`config.mk`:
```
export PLATFORM = sky130hd
export DESIGN_NAME = serial_sub_8
export DESIGN_NICKNAME = d
export VERILOG_FILES = /design/src/rtl/serial_sub_8.sv
export SDC_FILE = /design/constraint.sdc
export NUM_CORES = 1
export LEC_CHECK = 0
export BUFFER_PORTS_ARGS = -buffer_cell sky130_fd_sc_hd__clkbuf_2
export CORE_UTILIZATION = 40
export DETAILED_ROUTE_END_ITERATION = 8
export SYNTH_ARGS = -nofsm -noshare
export SYNTH_HDL_FRONTEND = slang
export SYNTH_SLANG_ARGS = --single-unit
```
`constraint.sdc`:
```
create_clock -name clk -period 1.6 [get_ports clk]
set_clock_uncertainty 0.1 [all_clocks]
set_input_delay 0.08 -clock clk [delete_from_list [all_inputs] [get_ports clk]]
set_output_delay 0.08 -clock clk [all_outputs]
set_load 0.1 [all_outputs]
```
`src/rtl/serial_sub_8.sv`:
```
`timescale 1ns/1ps
// serial_sub_8: bit-serial subtractor, D = A - B - Bor_in, one bit per clock,
// LSB first. An operation is accepted in IDLE on start, runs WIDTH bit steps
// in RUN, then spends one cycle in DONE with the done pulse high.
//
// Handshake: start is a request that is looked at only in IDLE; the edge that
// sees start=1 in IDLE captures A/B/Bor_in and begins the operation. busy is
// high exactly while bits are being processed (RUN). done is a one-cycle
// pulse coinciding with D/Bor_out having just been updated. Requests made
// while busy or during the done cycle are dropped, never queued.
module serial_sub_8 #(
   parameter int WIDTH = 8
) (
   input  logic             clk,
   input  logic             rst,
   input  logic             start,
   input  logic [WIDTH-1:0] A,
   input  logic [WIDTH-1:0] B,
   input  logic             Bor_in,
   output logic [WIDTH-1:0] D,
   output logic             Bor_out,
   output logic             busy,
   output logic             done
);

   localparam int CW = $clog2(WIDTH);
   localparam logic [CW-1:0] LAST = CW'(WIDTH - 1);

   localparam logic [1:0] S_IDLE = 2'd0;
   localparam logic [1:0] S_RUN  = 2'd1;
   localparam logic [1:0] S_DONE = 2'd2;

   logic [1:0]       state;
   logic [WIDTH-1:0] ar;
   logic [WIDTH-1:0] br;
   logic [WIDTH-1:0] res;
   logic             bor;
   logic [CW-1:0]    cnt;
   logic             d_bit;
   logic             bor_next;

   // One-bit full subtractor on the current LSBs and the running borrow.
   always_comb begin
      d_bit    = ar[0] ^ br[0] ^ bor;
      bor_next = (~ar[0] & br[0]) | (~(ar[0] ^ br[0]) & bor);
   end

   // busy is a pure decode of the state register, so it is glitch-free.
   assign busy = (state == S_RUN);

   // Control FSM plus operand/result shift registers; D and Bor_out only
   // update on the completion edge so they hold across IDLE and the next run.
   always_ff @(posedge clk or posedge rst) begin
      if (rst) begin
         state   <= S_IDLE;
         ar      <= '0;
         br      <= '0;
         res     <= '0;
         bor     <= 1'b0;
         cnt     <= '0;
         D       <= '0;
         Bor_out <= 1'b0;
         done    <= 1'b0;
      end else begin
         case (state)
            S_IDLE: begin
               if (start) begin
                  ar    <= A;
                  br    <= B;
                  bor   <= Bor_in;
                  cnt   <= '0;
                  state <= S_RUN;
               end
            end
            S_RUN: begin
               ar  <= ar >> 1;
               br  <= br >> 1;
               bor <= bor_next;
               res <= {d_bit, res[WIDTH-1:1]};
               cnt <= cnt + 1'b1;
               if (cnt == LAST) begin
                  D       <= {d_bit, res[WIDTH-1:1]};
                  Bor_out <= bor_next;
                  done    <= 1'b1;
                  state   <= S_DONE;
               end
            end
            S_DONE: begin
               done  <= 1'b0;
               state <= S_IDLE;
            end
            default: begin
               done  <= 1'b0;
               state <= S_IDLE;
            end
         endcase
      end
   end

endmodule

```
==> out/results.tsv, run 1 <==
stage	metric	value	unit
status	status	completed	
critical_path	critPathArrivalTime	1.61	ns
final_layout	fin_cells	233	
synth	yosysSeqAreaShare	0.565	
detailed_routing	post-route-drc-count	0	
critical_path	cp_max_fo	5	
critical_path	path_delay_family	flip-flops	
sta	finalSetupViolCount	0	
detailed_routing	viasPerCell	5.23	
min_path	hold_start	A[3]	
clocking	clk_latency	0.29	ns
synth	yosys_register_bits	39	
global_routing	grt_max_degree	40	
critical_path	worstSetupStartpoint	cnt[0]	
synth	synth_top_area_frac	0.565	
global_routing	grt_pass1_vias	1307	
synth	yosysWarnings	0	
floorplan	rows	23	
floorplan	die_h	67.7	um
clocking	clk_pin_slew	0.08	ns
critical_path	rr_endpoint	D[1]	
sta	final_max_slew_viol_count	0	
sta	slew_headroom	0.639	
clocking	cts_tree	done	
synth	yosysTopAreaCell	dfrtp_1	
final_layout	multi_input_area	671	um2
synth	synthCells	140	
global_routing	track_usage	0.188	
critical_path	worstSetupPathType	register to register	
critical_path	ff2ff_setup_slack	0.05	ns
synth	yosysUniqueCellTypes	19	
detailed_routing	routed_wl	3.62	mm
critical_path	cp.depth	5	
global_routing	antenna_found_initial	0	
critical_path	reg2regPathDepth	5	
placed_design	numPortBuffers	30	
global_routing	grt_pass1_wl	6.18	mm
job	max_cap_viol_count	0	
final_layout	seq_area	977	um2
global_routing	grt_overflow	0	
synth	synth_nets	163	
final_layout	fillers	355	
floorplan	coreArea	4090	um2
critical_path	critPathLaunchType	register	
synth	synth_area	1730	um2
sta	post-route-min-period	1.55	ns
synth	async_reset_ff_frac	1.00	
detailed_routing	vias	1218	
final_layout	area_growth	28.7	%
sta	tightest_slew	0.544	ns
floorplan	die_w	67.7	um
clocking	htree_levels	2	
critical_path	crit_chain	ha_2, ha_4, nand3b_1, buf_6, mux2_4	
synth	synth_ff_type	dfrtp_1	
placed_design	place.gp.congestion	0.772	
synth	synth.area.top_cells	dfrtp_1, mux2_2, a221oi_1, nor4b_1, inv_1	
critical_path	cpPeakStageDelay	0.38	ns
detailed_routing	wl_per_cell	15.5	um
critical_path	critPathRequiredTime	1.67	ns
floorplan	dieArea	4580	um2
synth	syn_area_per_cell	12.3	um2
final_layout	diodes	0	
clocking	cts_sinks	39	
detailed_routing	drt_iter0_markers	56	
sta	post-route-period-util	0.966	
clocking	clock_path_buffers	2	
floorplan	io_pins	31	
detailed_routing	antenna_left	0	
placed_design	dp_hpwl	2.31	mm
clocking	cts_buffers	5	
floorplan	start_util	0.423	
critical_path	cp-endpoint	D[1]	
final_layout	nNetsFinal	205	
critical_path	crit_buf_inv	1	
sta	fmax	647	MHz
final_layout	drive_above_1_share	0.393	
critical_path	critPathSlowestCell	dfrtp_1	
placed_design	dp_cells	218	
critical_path	cp-end-kind	register	
clocking	root_buffer	clkbuf_8	
synth	synth_edf_count	0	
critical_path	r2r_start	cnt[0]	
detailed_routing	drt-pass1-iter-count	4	
min_path	hp-class	input port to register	
sta	hold_viol	0	
[area by class of cell]
cell class,count,area share
sequential,39,0.440
multi-input combinational,71,0.302
timing repair buffer,46,0.144
clock buffer,6,0.0372
inverter,19,0.0332
tap,50,0.0282
clock inverter,2,0.0158
[Yosys cell counts (all sizes together) (2+ instances only)]
| library cell | n |
|---|---|
| a21oi | 2 |
| a221oi | 15 |
| a22o | 4 |
| buf | 10 |
| dfrtp | 39 |
| ha | 2 |
| inv | 19 |
| mux2 | 16 |
| nand2b | 3 |
| nor2 | 9 |
| nor4b | 15 |
[registers in the layout, summed over array words and instances (netlist names)]
register / cells
Bor_out: 1
cnt: 3
bor: 1
state: 2
ar: 8
res: 7
D: 8
br: 8
done: 1
[layout by cell type (no fill, tap or decap), drive strengths merged]
master	count
dfrtp	39
clkbuf	35
inv	19
mux2	16
nor4b	15
a221oi	15
buf	14
nor2	9
a22o	4
dlygate4sd3	3
nand2b	3
a21oi	2
ha	2
o21bai	1
nor3b	1
nand3b	1
mux2i	1
fa	1
clkinv	1
bufinv	1
[cell families (layout without fill, tap and decap cells)]
logic type	count (synthesis)	in the layout	share of synthesized area
buffers and inverters	30	73	0.0754
adders and majority gates	3	3	0.0261
DFF	39	39	0.565
and+or+nand+nor	29	29	0.117
AOI/OAI and AO/OA	22	22	0.107
muxes	17	17	0.110
[what timing repair did]
item | CTS | global route
setup buffers | 5 | 0
hold endpoints to repair | 41 | 0
resized for setup | 17 | 3
hold buffers | 3 | 0
endpoints found under the setup margin | 9 | 9
pin swaps | 1 | 1
gates cloned | 1 | 0
[routing by layer]
| metal | track usage | share of wire | up-vias |
|---|---|---|---|
| met5 | 0 | 0 | - |
| met4 | 0.0638 | 0.0066 | 0 |
| met3 | 0.0642 | 0.040 | 2 |
| met2 | 0.304 | 0.49 | 28 |
| met1 | 0.233 | 0.47 | 605 |
| li1 | - | - | 583 |
[worst register-to-register path: cells and delay by family (launching register included)]
family                   cells  cell delay [ns]
multiplexers                 1             0.31
buffers and inverters        1             0.16
AND/OR/NAND/NOR              1             0.13
adder cells (fa/ha/maj)      2             0.36
flip-flops                   1             0.38
[stage by stage]
stage	util	setup TNS, ns	hold WS [ns]	worst slack, ns	cell area (um2)
3_5_place_dp	0.487	-0.0253	0.121	-0.0153	1990
6_report	0.544	0	0.0521	0.0543	2220
3_3_place_gp	0.487	0	0.0940	0.0343	1990
4_1_cts	0.553	-0.0545	0.0521	-0.0214	2260
5_1_grt	0.544	-0.00363	0.0547	-0.00363	2220
2_1_floorplan	-	0	0.113	0.0642	1730
[how the worst min path moves through the flow]
stage | end | slack, ns | depth (start not counted)
2_1_floorplan | ar[7] | 0.11 | 1
3_5_place_dp | D[5] | 0.12 | 3
6_report | ar[3] | 0.05 | 3
4_1_cts | ar[4] | 0.05 | 3
5_1_grt | ar[3] | 0.05 | 3
3_3_place_gp | D[6] | 0.09 | 3
Power of run 1 is left out: the tool's default activity adds up to more than one toggle a clock period on the data nets, which glitch-free logic cannot reach.
==> run 2: changes to the inputs <==
--- a/config.mk
+++ b/config.mk
@@ -5,9 +5,10 @@
 export SDC_FILE = /design/constraint.sdc
 export NUM_CORES = 1
 export LEC_CHECK = 0
-export BUFFER_PORTS_ARGS = -buffer_cell sky130_fd_sc_hd__clkbuf_2
+export BUFFER_PORTS_ARGS = -buffer_cell sky130_fd_sc_hd__buf_2
 export CORE_UTILIZATION = 40
 export DETAILED_ROUTE_END_ITERATION = 8
+export SKIP_CTS_REPAIR_TIMING = 1
 export SYNTH_ARGS = -nofsm -noshare
 export SYNTH_HDL_FRONTEND = slang
 export SYNTH_SLANG_ARGS = --single-unit
==> run 2 against run 1 <==
Net effect:
- global-route usage decreased by 1.6 points
- non-clock buffer count fell by 2
- worst setup slack lost 0.012 ns
- design area decreased by 3.9%
- die area unchanged
- flip-flop and latch count did not move
- hold slack improved by 0.0045 ns
- utilization is 2.1 points lower
==> out/results.tsv, run 2 (synthesis gave the netlist of run 1 again) <==
stage	metric	value	unit
final_layout	drive_above_1_share	0.369	
sta	rsz0062_at_grt	true	
critical_path	critPathLaunchType	register	
final_layout	final_cell_mix	dfrtp_1, buf_2, inv_1	
detailed_routing	wl_per_cell	13.9	um
final_layout	fin_cells	229	
floorplan	io_pins	31	
detailed_routing	drt_iter0_markers	55	
detailed_routing	antenna_left	0	
global_routing	antenna_found_initial	0	
critical_path	critPathSlowestCell	dfrtp_1	
floorplan	die_h	67.7	um
critical_path	cpPeakStageDelay	0.39	ns
floorplan	die_w	67.7	um
final_layout	diodes	0	
floorplan	coreArea	4090	um2
critical_path	rr_endpoint	D[1]	
min_path	whs_path_depth	3	
critical_path	reg2regPathDepth	5	
global_routing	track_usage	0.173	
critical_path	worstSetupPathType	register to register	
global_routing	grt_overflow	0	
final_layout	largestRegisters	D: 8 flops, ar: 8 flops, br: 8 flops	
detailed_routing	drt-pass1-iter-count	4	
sta	final_max_slew_viol_count	0	
placed_design	dp_cells	218	
critical_path	critPathArrivalTime	1.62	ns
critical_path	r2r_start	cnt[0]	
critical_path	crit_chain	ha_2, ha_4, nand3b_1, buf_12, mux2_2	
detailed_routing	post-route-drc-count	0	
final_layout	nNetsFinal	203	
final_layout	area_growth	23.7	%
critical_path	critPathRequiredTime	1.67	ns
min_path	hold_start	A[3]	
global_routing	grt_max_degree	40	
final_layout	layout_commonest_cell	dfrtp_1	
critical_path	cp-end-kind	register	
floorplan	rows	23	
floorplan	start_util	0.423	
sta	fmax	642	MHz
clocking	cts_buffers	5	
global_routing	grt_pass1_vias	1317	
clocking	cts_tree	done	
placed_design	place.gp.congestion	0.777	
placed_design	numPortBuffers	30	
sta	post-route-min-period	1.56	ns
critical_path	ff2ff_setup_slack	0.04	ns
sta	tightest_slew	0.483	ns
clocking	clk_latency	0.28	ns
sta	post-route-period-util	0.973	
detailed_routing	vias	1233	
min_path	hold-path-endpoint	ar[3]	
clocking	htree_levels	2	
clocking	clk_pin_slew	0.07	ns
sta	slew_headroom	0.678	
status	status	completed	
job	max_cap_viol_count	0	
global_routing	grt_pass1_wl	5.72	mm
floorplan	dieArea	4580	um2
sta	setup_total_negative_slack	0	ns
sta	hold_viol	0	
detailed_routing	routed_wl	3.18	mm
critical_path	cp_max_fo	10	
clocking	cts_sinks	39	
detailed_routing	viasPerCell	5.38	
clocking	root_buffer	clkbuf_8	
min_path	hp-class	input port to register	
sta	finalSetupViolCount	0	
final_layout	utilization	0.523	
placed_design	dp_hpwl	2.17	mm
clocking	clock_path_buffers	2	
## run 2: cell count changes in the layout (fill, tap and decap cells not counted), sizes merged
cell and delta:
clkbuf -29, buf +27, bufinv -1, clkinv -1
## run 2: routing by layer
metal  part of all wire  wire length (um)  global-route usage
met5                  0                 0                   0
met4              0.022                69              0.0931
met3              0.041               130              0.0422
met2               0.48              1530               0.286
met1               0.46              1460               0.204
## run 2: worst max-delay path, delay by kind of cell, from the launching register on
family | cells | cell delay (ns)
mux | 1 | 0.33
buf+inv | 1 | 0.15
simple gates | 1 | 0.12
fa+ha+maj | 2 | 0.35
flops | 1 | 0.39
## run 2: metrics by stage
step / hold slack (ns) / worst slack, ns / area [um2]
6_report: 0.0567 / 0.0425 / 2140
5_1_grt: 0.0797 / -0.0151 / 2140
4_1_cts: -0.184 / -0.132 / 2060
3_5_place_dp: 0.124 / -0.00630 / 1990
3_3_place_gp: 0.111 / 0.0351 / 1990
2_1_floorplan: 0.113 / 0.0642 / 1730
## run 2: area by class of cell
type	instances	area, um2
inverters	19	73.8
flip-flops and latches	39	976
repair buffers	44	307
clock buffers	6	72.6
multi-input cells	71	644
fillers	371	1950
well taps	50	62.6
## run 2: worst max path at each step
| stage | end | startpoint | depth (start not counted) | slack (ns) |
|---|---|---|---|---|
| 2_1_floorplan | D[0] | cnt[0] | 5 | 0.06 |
| 3_3_place_gp | D[7] | cnt[0] | 5 | 0.04 |
| 3_5_place_dp | D[4] | cnt[0] | 5 | -0.006 |
| 4_1_cts | busy | state[1] | 4 | -0.13 |
| 5_1_grt | D[5] | cnt[0] | 5 | -0.02 |
| 6_report | D[1] | cnt[0] | 5 | 0.04 |
Power of run 2 is left out for the same reason.
==> run 3: changes to the inputs <==
--- a/config.mk
+++ b/config.mk
@@ -7,8 +7,10 @@
 export LEC_CHECK = 0
 export BUFFER_PORTS_ARGS = -buffer_cell sky130_fd_sc_hd__buf_2
 export CORE_UTILIZATION = 40
+export CTS_CLUSTER_DIAMETER = 40
 export DETAILED_ROUTE_END_ITERATION = 8
 export SKIP_CTS_REPAIR_TIMING = 1
+export SLEW_MARGIN = 20
 export SYNTH_ARGS = -nofsm -noshare
 export SYNTH_HDL_FRONTEND = slang
 export SYNTH_SLANG_ARGS = --single-unit
==> constraint.sdc (replaced) <==
create_clock -name clk -period 1.4 [get_ports clk]
set_clock_uncertainty 0.1 [all_clocks]
set_input_delay 0.07 -clock clk [delete_from_list [all_inputs] [get_ports clk]]
set_output_delay 0.07 -clock clk [all_outputs]
set_load 0.1 [all_outputs]
==> run 3 against run 2 <==
Net effect:
- design area increased by 6.3%
- the flow now finishes with violations (setup timing)
- worst setup slack got worse by 0.19 ns
- highest routed layer unchanged
- hold slack got worse by 0.037 ns
- utilization grew 3.3 points
- final cell count rose by 1.7%
- count of clock-buffer cells in the layout rose by 2
- critical endpoint is now D[7]
==> out/results.tsv, run 3 (synthesis gave the netlist of run 1 again) <==
stage	metric	value	unit
floorplan	start_util	0.423	
placed_design	numPortBuffers	30	
floorplan	rows	23	
detailed_routing	post-route-drc-count	0	
clocking	clk_latency	0.29	ns
critical_path	critPathArrivalTime	1.63	ns
sta	fmax	644	MHz
sta	post-route-period-util	1.11	
final_layout	largestRegisters	D: 8 flops, ar: 8 flops, br: 8 flops	
floorplan	dieArea	4580	um2
final_layout	fillers	356	
critical_path	critPathRequiredTime	1.47	ns
clocking	cts_buffers	5	
detailed_routing	wl_per_cell	15.1	um
floorplan	die_h	67.7	um
sta	tightest_slew	0.491	ns
detailed_routing	drt_iter0_markers	59	
clocking	cts_sinks	39	
detailed_routing	routed_wl	3.52	mm
min_path	hold-path-endpoint	br[4]	
clocking	root_buffer	clkbuf_8	
final_layout	drive_above_1_share	0.464	
critical_path	rr_endpoint	D[7]	
final_layout	layout_commonest_cell	dfrtp_1	
job	max_cap_viol_count	0	
min_path	hp-class	input port to register	
final_layout	area_growth	31.4	%
detailed_routing	antenna_left	0	
global_routing	grt_max_degree	40	
critical_path	reg2regPathDepth	5	
sta	slew_headroom	0.672	
critical_path	critPathLaunchType	register	
sta	worst_hold_slack	0.0201	ns
status	failed_checks	setup timing	
clocking	clock_path_buffers	2	
critical_path	crit_chain	ha_2, ha_4, nand3b_1, buf_12, mux2_4	
sta	final_max_slew_viol_count	0	
detailed_routing	drt-pass1-iter-count	4	
detailed_routing	viasPerCell	5.22	
final_layout	nNetsFinal	205	
sta	timing.final.ws_setup	-0.152	ns
sta	rsz0062_at_grt	true	
critical_path	ff2ff_setup_slack	-0.15	ns
min_path	hold_start	B[4]	
critical_path	cp-end-kind	register	
clocking	htree_levels	2	
global_routing	track_usage	0.180	
global_routing	antenna_found_initial	0	
clocking	clk_pin_slew	0.07	ns
critical_path	r2r_start	cnt[1]	
final_layout	final_cell_mix	dfrtp_1, buf_2, inv_1	
critical_path	critPathSlowestCell	dfrtp_1	
sta	hold_viol	0	
min_path	whs_path_depth	3	
critical_path	worstSetupPathType	register to register	
critical_path	cpPeakStageDelay	0.40	ns
placed_design	dp_cells	222	
floorplan	io_pins	31	
status	status	finished, violations left	
placed_design	place.gp.congestion	0.717	
critical_path	cp_max_fo	9	
global_routing	grt_pass1_vias	1243	
final_layout	fin_cells	233	
clocking	cts_tree	done	
floorplan	coreArea	4090	um2
placed_design	dp_hpwl	2.35	mm
sta	post-route-min-period	1.55	ns
sta	finalSetupViolCount	10	
global_routing	grt_overflow	0	
global_routing	grt_pass1_wl	5.91	mm
detailed_routing	vias	1216	
final_layout	diodes	0	
floorplan	die_w	67.7	um
-- run 3: changes by cell type in the layout (fill, tap and decap cells not counted), moves of 2 or more --
cell / change
nor4b_1: -8
nor4b_2: +8
mux2_2: -7
buf_4: +2
a221oi_2: +3
mux2_4: +7
a221oi_1: -3
inv_2: +3
clkbuf_8: +2
inv_1: -3
-- run 3: worst max-delay path by stage --
| stage | from | to | slack (ns) |
|---|---|---|---|
| final | cnt[1] | D[7] | -0.15 |
| after global routing | cnt[1] | D[7] | -0.23 |
| after CTS | state[1] | busy | -0.28 |
| after detailed placement | cnt[1] | D[0] | -0.15 |
| after global placement | cnt[1] | D[0] | -0.09 |
| after floorplan | cnt[1] | D[0] | -0.07 |
-- run 3: per-layer routing --
layer,part of all wire,vias up,global-route usage
met4,0.014,0,0.0638
met1,0.47,606,0.231
met2,0.49,22,0.282
met3,0.034,5,0.0557
li1,-,583,-
met5,0,-,0
-- run 3: through the flow --
| stage | worst slack [ns] | util | setup TNS [ns] | cell area (um2) |
|---|---|---|---|---|
| global placement | -0.0888 | 0.502 | -0.729 | 2050 |
| detailed placement | -0.152 | 0.502 | -1.29 | 2050 |
| finish | -0.152 | 0.555 | -1.38 | 2270 |
| global route | -0.231 | 0.555 | -2.25 | 2270 |
| CTS | -0.279 | 0.526 | -1.73 | 2150 |
| floorplan | -0.0666 | - | -0.533 | 1780 |
-- run 3: final cells by class --
type	instances	area [um2]	share of cell area
clock buffer	8	100	0.0441
inverter	19	73.8	0.0325
multi-input combinational	71	734	0.324
sequential	39	977	0.431
tap	50	62.6	0.0276
timing repair buffer	46	322	0.142
-- run 3: worst max-delay path, delay by kind of cell, from the launching register on --
family | cells | cell delay, ns
and+or+nand+nor | 1 | 0.12
muxes | 1 | 0.30
buffers and inverters | 1 | 0.15
DFF | 1 | 0.40
adders and majority gates | 2 | 0.37
Power of run 3 is left out for the same reason.
